===== config.mk =====
export PLATFORM = sky130hd
export DESIGN_NAME = apu_frame_sequencer
export DESIGN_NICKNAME = d
export VERILOG_FILES = /design/src/rtl/apu_frame_sequencer.sv
export SDC_FILE = /design/constraint.sdc
export NUM_CORES = 1
export LEC_CHECK = 0
export ABC_AREA = 1
export CORE_ASPECT_RATIO = 1.2
export CORE_UTILIZATION = 27
export CTS_BUF_LIST = sky130_fd_sc_hd__clkbuf_16
export DETAILED_ROUTE_END_ITERATION = 7
export SLEW_MARGIN = 40
export SYNTH_ARGS = -nofsm -noshare
export SYNTH_HDL_FRONTEND = slang
export SYNTH_SLANG_ARGS = --single-unit
export TNS_END_PERCENT = 100

===== constraint.sdc =====
create_clock -name iClk -period 1.76 [get_ports iClk]
set_input_delay 0.264 -clock iClk [delete_from_list [all_inputs] [get_ports iClk]]
set_output_delay 0.264 -clock iClk [all_outputs]
set_load 0.02 [all_outputs]

===== src/rtl/apu_frame_sequencer.sv =====
// NES APU frame sequencer: divides the CPU tick into quarter/half-frame strobes,
// owns the $4017 mode/IRQ-inhibit register and the frame IRQ flag.
module apu_frame_sequencer #(
  parameter int unsigned STEP_TICKS = 7457,
  parameter int unsigned CNT_W      = 16
) (
  input  logic       iClk,
  input  logic       iReset_n,
  input  logic       iTick,
  input  logic       iW4017,
  input  logic [7:0] iData,
  input  logic       iIrq_ack,
  output logic       oEnvelope_clk,
  output logic       oLength_sweep_clk,
  output logic       oFrame_irq,
  output logic       oMode
);

  typedef enum logic [2:0] {StS0, StS1, StS2, StS3, StS4} step_e;

  localparam logic [CNT_W-1:0] DivMax = CNT_W'(STEP_TICKS - 1);

  step_e            step_q, step_d;
  logic [CNT_W-1:0] div_q, div_d;
  logic             mode_q, mode_d;
  logic             inhibit_q, inhibit_d;
  logic             irq_q, irq_d;
  logic             env_q, env_d;
  logic             len_q, len_d;

  logic             step_event;
  logic             irq_set;
  logic             unused_data;

  // Only the top two data bits belong to $4017's sequencer fields.
  assign unused_data = ^iData[5:0];

  // A write in the same cycle discards the step event entirely.
  assign step_event = iTick && (div_q == DivMax) && !iW4017;

  // State register
  always_ff @(posedge iClk or negedge iReset_n) begin
    if (!iReset_n) begin
      step_q    <= StS0;
      div_q     <= '0;
      mode_q    <= 1'b0;
      inhibit_q <= 1'b0;
      irq_q     <= 1'b0;
      env_q     <= 1'b0;
      len_q     <= 1'b0;
    end else begin
      step_q    <= step_d;
      div_q     <= div_d;
      mode_q    <= mode_d;
      inhibit_q <= inhibit_d;
      irq_q     <= irq_d;
      env_q     <= env_d;
      len_q     <= len_d;
    end
  end

  // Next-state: divider, step sequence and $4017 register
  always_comb begin
    div_d     = div_q;
    step_d    = step_q;
    mode_d    = mode_q;
    inhibit_d = inhibit_q;

    if (iW4017) begin
      div_d     = '0;
      step_d    = StS0;
      mode_d    = iData[7];
      inhibit_d = iData[6];
    end else if (iTick) begin
      if (div_q == DivMax) begin
        div_d = '0;
      end else begin
        div_d = div_q + CNT_W'(1);
      end
    end

    if (step_event) begin
      unique case (step_q)
        StS0:    step_d = StS1;
        StS1:    step_d = StS2;
        StS2:    step_d = StS3;
        StS3:    step_d = mode_q ? StS4 : StS0;
        StS4:    step_d = StS0;
        default: step_d = StS0;
      endcase
    end
  end

  // Outputs: strobe and IRQ decode, registered one cycle after the event
  always_comb begin
    env_d   = 1'b0;
    len_d   = 1'b0;
    irq_set = 1'b0;

    if (iW4017) begin
      env_d = iData[7];
      len_d = iData[7];
    end else if (step_event) begin
      unique case (step_q)
        StS0: env_d = 1'b1;
        StS1: begin
          env_d = 1'b1;
          len_d = 1'b1;
        end
        StS2: env_d = 1'b1;
        StS3: begin
          // In 5-step mode S3 is the silent step.
          env_d   = !mode_q;
          len_d   = !mode_q;
          irq_set = !mode_q && !inhibit_q;
        end
        StS4: begin
          env_d = mode_q;
          len_d = mode_q;
        end
        default: begin
          env_d = 1'b0;
          len_d = 1'b0;
        end
      endcase
    end

    // Inhibiting write beats set; set beats acknowledge.
    if (iW4017 && iData[6]) begin
      irq_d = 1'b0;
    end else if (irq_set) begin
      irq_d = 1'b1;
    end else if (iIrq_ack) begin
      irq_d = 1'b0;
    end else begin
      irq_d = irq_q;
    end
  end

  assign oEnvelope_clk     = env_q;
  assign oLength_sweep_clk = len_q;
  assign oFrame_irq        = irq_q;
  assign oMode             = mode_q;

endmodule


# [Yosys cells after proc, flatten, opt, wreduce, memory -nomap -nowiden]
# Cells that the tools add are included.
[word_totals] ff_bits=24 inputBits=13 wordCells=44
[classes] addsub=1 eq_ne=5 mux=19 reduce_logical=12
[op_table] operator="two-way mux 16 bit" count=3
[op_table] operator="adder 16 x 1 -> 16 bit (second input constant)" count=1
[op_table] operator="== test 16 x 13 -> 1 bit (second input constant)" count=1
[op_table] operator="one-hot mux 3 bit (4 select lines)" count=1
[op_table] operator="two-way mux 1 bit" count=10
[op_table] operator="two-way mux 3 bit" count=3
[op_table] operator="== test 3 x 2 -> 1 bit (second input constant)" count=2
[op_table] operator="one-hot mux 1 bit (3 select lines)" count=2
[op_table] operator="logical AND 1 bit" count=4
[op_table] operator="nonzero test 2 bit" count=2
[op_table] operator="== test 3 x 1 -> 1 bit (second input constant)" count=1
[op_table] operator="== test 3 bit (second input constant)" count=1
[op_table] operator="logical NOT 1 bit" count=3
[op_table] operator="logical NOT 3 bit" count=1
[op_table] operator="nonzero test 3 bit" count=1
[op_table] operator="OR reduction 3 bit" count=1

# [Logic depth before layout (Yosys ltp)]
# Gate-level depths: netlist (run 1).
[depth] ltp_word=7 ltp_mapped=9

# [Worst setup path before layout (run 1)]
# No wires, ideal clock.
[synth_path] path_type="register to register" startpoint="register div_q[0]" endpoint="register step_q[1]" setup_time_ns=0.118 arrival_time_ns=1.179 slack_ns=0.463 path_stages_with_launch=10 period_less_slack_ns=1.297 cell_sequence="dfrtp_1 inv_1 ha_1 nand3_1 nor2_1 nand2_1 nand2_1 nand2_2 nand2_1 nand2_1"
[synth_via] elab_chain_cells=4 word_cells_on_any_way=5 classes_between="eq/ne: 1; mux: 1; reduce/logical: 3"
[synth_lines] element="start, declared" line="24" source="logic [CNT_W-1:0] div_q, div_d;"
[synth_lines] element="start signal, assigned" line="53" source="div_q <= div_d;"
[synth_lines] element="== test 16 x 13 -> 1 bit *" line="39" source="assign step_event = iTick && (div_q == DivMax) && !iW4017;"
[synth_lines] element="logical AND 1 bit * (2 in series)" line="39"
[synth_lines] element="two-way mux 3 bit or nonzero test 2 bit (tied branches)"
[synth_lines] element="end signal, assigned" line="44" source="step_q <= StS0;"
[synth_lines] element="end signal, assigned" line="52" source="step_q <= step_d;"
[synth_lines] element="end, declared" line="23" source="step_e step_q, step_d;"
# Every way passes the cells marked *; elsewhere a longest branch is shown, timed or not.
# A chain may end at the register's enable or synchronous reset.

# [Worst setup path after layout (run 1)]
[layout_path] startpoint="register div_q[0]" endpoint="register div_q[11]"
[layout_via] elab_chain_cells=4 word_cells_on_any_way=5 classes_between="add/sub: 1; eq/ne: 1; mux: 3"
[layout_lines] element="adder 16 x 1 -> 16 bit or == test 16 x 13 -> 1 bit (tied branches)" line="78, 75"
[layout_lines] element="two-way mux 16 bit *" line="75" source="if (div_q == DivMax) begin"
[layout_lines] element="two-way mux 16 bit *" line="74" source="end else if (iTick) begin"
[layout_lines] element="two-way mux 16 bit *" line="69" source="if (iW4017) begin"
# Every way passes the cells marked *; elsewhere a longest branch is shown, timed or not. The select of a mux whose other input is x is not followed.

==> flow_metrics.tcl, run 1 <==
set metrics [dict create \
    synth_mux_area_share_pct 0 \
    fmax_ghz 0.6633 \
    setup-tns-final_ns 0 \
    fin_nets 244 \
    vdd_drop_max_v 0.0003905 \
    synth_nets 225 \
    fp.coreArea_mm2 0.005045 \
    dp_hpwl_um 2549 \
    slew_viol_final 0 \
    route.detailed.wl_per_inst_um 11.51 \
    fin_ws_ns 0.2525 \
    synth-xor-area-share_pct 1.812 \
    drive_gt1_share_pct 9.251 \
    viasPerCell 4.767 \
    finalHoldViolations 0 \
    clk_latency_ns 0.26 \
    synth_compound_area_share_pct 4.573 \
    maxCapViolCount 0 \
    gp_congestion 0.8582 \
    slew_headroom_pct 79.90 \
    skew_ns 0.005448 \
    io_buffer_count 10 \
    cts_resized 0 \
    critical_path.max_fanout 6 \
    clk_pin_slew_ns 0.06 \
    ctsHoldBuffers 0 \
    synth_cell_types 21 \
    grt_pass1_vias 1312 \
    yosys.area_share.simple_pct 43.23 \
    syn_area_mm2 0.001450 \
    antenna_cells 0 \
    hp-class "primary input to async pin" \
    ant_nets 0 \
    area_growth_pct 19.33 \
    io-pin-count 17 \
    synth_cells 210 \
    yosysWarnings 0 \
    clock-sinks 24 \
    mostFrequentLayoutCells "61 x nand2_1, 39 x nor2_1, 24 x dfrtp_1" \
    drt_iter0_markers 71 \
    worstPathArrival_ns 1.64 \
    cts_tree "built" \
    start_util_pct 28.75 \
    grt_max_degree 25 \
    overflow 0 \
    fp.dieW_um 68.90 \
    end_kind "register" \
    synth_fa_ha_area_share_pct 1.726 \
    cellPowerDensity_mw_per_mm2 668.9 \
    drt_pass1_iterations 4 \
    drcViolationCount 0 \
    avgSynthCellArea_um2 6.905 \
    start_kind "register" \
    num_vias 1368 \
    grt_pass1_wl_um 5865 \
    place_ws_ns 0.1868 \
    htreeDepth 1 \
    cts_made_buffers 3 \
    postCtsSetupBuffers 0 \
    die_h_um 82.28 \
    synth_top_family_by_area "simple AND/OR/NAND/NOR gates" \
    cts-root-buf "clkbuf_16" \
    dieArea_mm2 0.005669 \
    rsz0062_at_grt "no" \
    antenna_found_initial 0 \
    finalSetupViolations 0 \
    grt.total_usage_pct 13.90 \
    status "complete, no violations" \
    yosysTopAreaCell "dfrtp_1" \
    clockBufferDepth 2 \
    finalCriticalPeriod_ns 1.508 \
    fin_crit_sh_pct 85.65 \
    routed_wl_um 3304 \
    worst_slew_pin_slew_ns 0.3014 \
    yosysSeqAreaShare_pct 41.42 \
    crit_required_ns 1.89 \
    leakagePower_nw 0.8026 \
    synthTopCellsByArea "dfrtp_1 41%, nand2_1 16%, nor2_1 10%, nand3_1 6.9%, inv_1 5.7%" \
    ys_ff_latch 24 \
    netlist.area_leader.share_pct 41.42 \
    worstSetupPathType "register to register" \
    layout_commonest_cell "nand2_1" \
    row_count 28 \
]
[layout make-up]
| cell class | instances | area [µm²] |
|---|---|---|
| flip-flops and latches | 24 | 600.6 |
| well taps | 60 | 75.07 |
| inverters | 24 | 90.09 |
| clock buffers | 3 | 75.07 |
| multi-input cells | 160 | 744.5 |
| repair buffers | 16 | 145.1 |
| fillers | 544 | 3314 |
[through the flow]
step | total power [W] | utilization, % | hold slack, ns | std cells | area (µm²)
final | 0.001157 | 34.30 | 0.3572 | 287 | 1730
after global routing | 0.001203 | 34.30 | 0.3998 | 287 | 1730
after CTS | 0.001172 | 34.30 | 0.3728 | 287 | 1730
after detailed placement | 0.0006885 | 32.81 | 0.4810 | 284 | 1655
after global placement | 0.0006882 | 32.81 | 0.4607 | 284 | 1655
after floorplan | 0.0006314 | - | -0.03159 | 210 | 1450
[synthesized netlist by cell type, drive strengths merged]
cell type  instances
nand4             11
inv               24
nor3               3
dfrtp             24
nand3b             1
nand3             20
xor2               3
nand2             66
ha                 2
nor2              42
o21ai              9
clkbuf             1
a21oi              2
o21bai             1
buf                1
[report_power, final]
group,total (W),internal [W],switching (W)
Sequential,0.000573,0.000564,0.00000931
Combinational,0.000104,0.0000425,0.0000613
Clock,0.000480,0.000300,0.000180
[metal layers]
layer | vias up | wire length (µm) | part of all wire, % | track usage [%]
li1 | 709 | - | - | -
met1 | 621 | 1512 | 46 | 18.21
met2 | 29 | 1610 | 49 | 22.82
met3 | 9 | 111 | 3.4 | 1.786
met4 | 0 | 70 | 2.1 | 5.510
met5 | - | 0 | 0 | 0
[kinds of logic after synthesis]
family	Yosys count
flip-flops	24
buffers and inverters	26
AO/OA/AOI/OAI	12
adder cells (fa/ha/maj)	2
AND/OR/NAND/NOR	143
XOR/XNOR	3
[registers in the layout, summed over array words and instances, names as in the netlist]
register,flops
div_q,16
oMode,1
inhibit_q,1
step_q,3
oLength_sweep_clk,1
oEnvelope_clk,1
oFrame_irq,1
[path summary, 6_finish.rpt]
check / from / endpoint / slack [ns] / cells past startpoint
hold reg to reg: inhibit_q$_DFFE_PN0P_ / inhibit_q$_DFFE_PN0P_ / 0.49 / 2
setup / recovery: div_q[0]$_DFFE_PN0P_ / div_q[11]$_DFFE_PN0P_ / 0.25 / 7
min in group iClk: inhibit_q$_DFFE_PN0P_ / inhibit_q$_DFFE_PN0P_ / 0.49 / 2
setup reg to reg: div_q[0]$_DFFE_PN0P_ / div_q[11]$_DFFE_PN0P_ / 0.25 / 7
max in group asynchronous: iReset_n / div_q[7]$_DFFE_PN0P_ / 1.17 / 2
hold / removal: iReset_n / oMode$_DFFE_PN0P_ / 0.36 / 2
[worst max-delay path, stage by stage (launching register included)]
cell and delay, ns:
dfrtp_1 0.39, inv_1 0.14, ha_1 0.19, nand3_1 0.08, nor2_1 0.14, nand3_1 0.13
nand2_1 0.23, nor2_1 0.09
No activity file was read; power rests on OpenSTA's default activity.
==> run 2, diff against run 1 <==
- GPL_ROUTABILITY_DRIVEN: default -> 0
- clock period: 1.76 -> 1.8 ns (I/O delays scaled with it)
==> run 2 against run 1 <==
  * Final area unchanged
  * Core utilization did not move
  * Sequential share of layout area stayed put
  * Clock skew shrank 0.0039 ns
  * Sequential cell count stayed put
  * Combinational power barely moved
  * Critical path depth decreased by 6
  * Die area did not move
==> flow_metrics.tcl, run 2 (synthesis results as in run 1) <==
set metrics [dict create \
    status "complete, no violations" \
    row_count 28 \
    mostFrequentLayoutCells "61 x nand2_1, 39 x nor2_1, 24 x dfrtp_1" \
    dieArea_mm2 0.005669 \
    routed_wl_um 3308 \
    drive_gt1_share_pct 9.251 \
    grt.total_usage_pct 13.92 \
    biggestRegsByFlops "div_q: 16 flops, step_q: 3 flops" \
    fmax_ghz 0.6677 \
    crit_family "buffers and inverters" \
    cts_resized 0 \
    rsz0062_at_grt "no" \
    fin_nets 244 \
    leakagePower_nw 0.8026 \
    htreeDepth 1 \
    p_sw_w 0.0002475 \
    clk_pin_slew_ns 0.06 \
    grt_pass1_wl_um 5885 \
    crit_required_ns 1.53 \
    finalHoldViolations 0 \
    drt_pass1_iterations 4 \
    clock-sinks 24 \
    crit_slowest_cell "clkdlybuf4s50_1" \
    worst_slew_pin_slew_ns 0.3049 \
    seq_power_share_pct 49.4 \
    fp.coreArea_mm2 0.005045 \
    cts_made_buffers 3 \
    antenna_cells 0 \
    internal_power_w 0.0008871 \
    finalCriticalPeriod_ns 1.498 \
    worst-path-buf-inv 1 \
    viasPerCell 4.700 \
    ctsHoldBuffers 0 \
    start_kind "register" \
    end_kind "output pin" \
    cellPowerDensity_mw_per_mm2 655.7 \
    die_h_um 82.28 \
    p_sw_share_pct 21.82 \
    slowest_delay_ns 0.61 \
    num_vias 1349 \
    skew_ns 0.001579 \
    start_util_pct 28.75 \
    combPwrFrac_pct 8.9 \
    maxCapViolCount 0 \
    drt_iter0_markers 70 \
    fp.dieW_um 68.90 \
    area_growth_pct 19.33 \
    drcViolationCount 0 \
    cts_tree "built" \
    cts-root-buf "clkbuf_16" \
    clk_latency_ns 0.26 \
    route.detailed.wl_per_inst_um 11.53 \
    critical_path.max_fanout 3 \
    dp_hpwl_um 2517 \
    finalSetupViolations 0 \
    setup-tns-final_ns 0 \
    fin_crit_sh_pct 83.21 \
    io_buffer_count 10 \
    slew_viol_final 0 \
    postCtsSetupBuffers 0 \
    worstSetupPathType "register to output pin" \
    grt_max_degree 25 \
    largest_reg_flops 16 \
    whs_ns 0.3663 \
    overflow 0 \
    antenna_found_initial 0 \
    clkPwrFrac_pct 41.7 \
    layout_commonest_cell "nand2_1" \
    grt_pass1_vias 1292 \
    clockBufferDepth 2 \
    ant_nets 0 \
    slew_headroom_pct 79.67 \
    io-pin-count 17 \
    worstPathArrival_ns 1.23 \
    top_register "div_q" \
    crit_chain "clkdlybuf4s50_1" \
    hp-class "primary input to async pin" \
    vdd_drop_max_v 0.0003395 \
]
==> run 2: cell counts in the layout (fill, tap and decap cells not counted) <==
No cell type changed its count.
==> run 2: per-stage QoR <==
step / total power [W] / instance area (µm²) / worst slack, ns / cells / utilization (%)
after detailed placement: 0.0006736 / 1655 / 0.2171 / 284 / 32.81
after global placement: 0.0006732 / 1655 / 0.2355 / 284 / 32.81
after global routing: 0.001175 / 1730 / 0.1582 / 287 / 34.30
after floorplan: 0.0006173 / 1450 / 0.5027 / 210 / -
final: 0.001135 / 1730 / 0.3023 / 287 / 34.30
after CTS: 0.001148 / 1730 / 0.2904 / 287 / 34.30
==> run 2: power groups by stage <==
stage / Combinational [W] / Sequential (W) / Clock [W]
after floorplan: 0.0000428 / 0.000575 / 0
after CTS: 0.000104 / 0.000560 / 0.000483
after detailed placement: 0.000104 / 0.000570 / 0
after global placement: 0.000103 / 0.000570 / 0
final: 0.000101 / 0.000561 / 0.000473
after global routing: 0.000114 / 0.000563 / 0.000498
==> run 2: worst register-to-register path, stage by stage (launching register included) <==
cell     delay (ns)
dfrtp_1        0.39
inv_1          0.13
ha_1           0.19
nand3_1        0.08
nor2_1         0.14
nand3_1        0.13
nand2_1        0.23
nor2_1         0.08
==> run 2: final timing paths <==
kind,start,endpoint,slack [ns],cells after the start
setup / recovery,oMode$_DFFE_PN0P_,oMode,0.30,1
hold / removal,iReset_n,step_q[0]$_DFFE_PN0P_,0.37,2
setup reg to reg,div_q[0]$_DFFE_PN0P_,div_q[11]$_DFFE_PN0P_,0.31,7
hold reg to reg,inhibit_q$_DFFE_PN0P_,inhibit_q$_DFFE_PN0P_,0.48,2
max in group asynchronous,iReset_n,div_q[7]$_DFFE_PN0P_,1.20,2
min in group iClk,inhibit_q$_DFFE_PN0P_,inhibit_q$_DFFE_PN0P_,0.48,2
==> run 2: per-layer routing <==
| metal | vias to the layer above | global-route usage [%] | part of all wire [%] |
|---|---|---|---|
| li1 | 708 | - | - |
| met1 | 608 | 18.88 | 47 |
| met2 | 26 | 22.14 | 49 |
| met3 | 7 | 2.060 | 2.2 |
| met4 | 0 | 5.102 | 1.8 |
| met5 | - | 0 | 0 |
==> run 2: layout make-up <==
cell class              instances  area, µm²
clock buffers                   3      75.07
repair buffers                 16      145.1
well taps                      60      75.07
inverters                      24      90.09
flip-flops and latches         24      600.6
fillers                       544       3314
multi-input cells             160      744.5
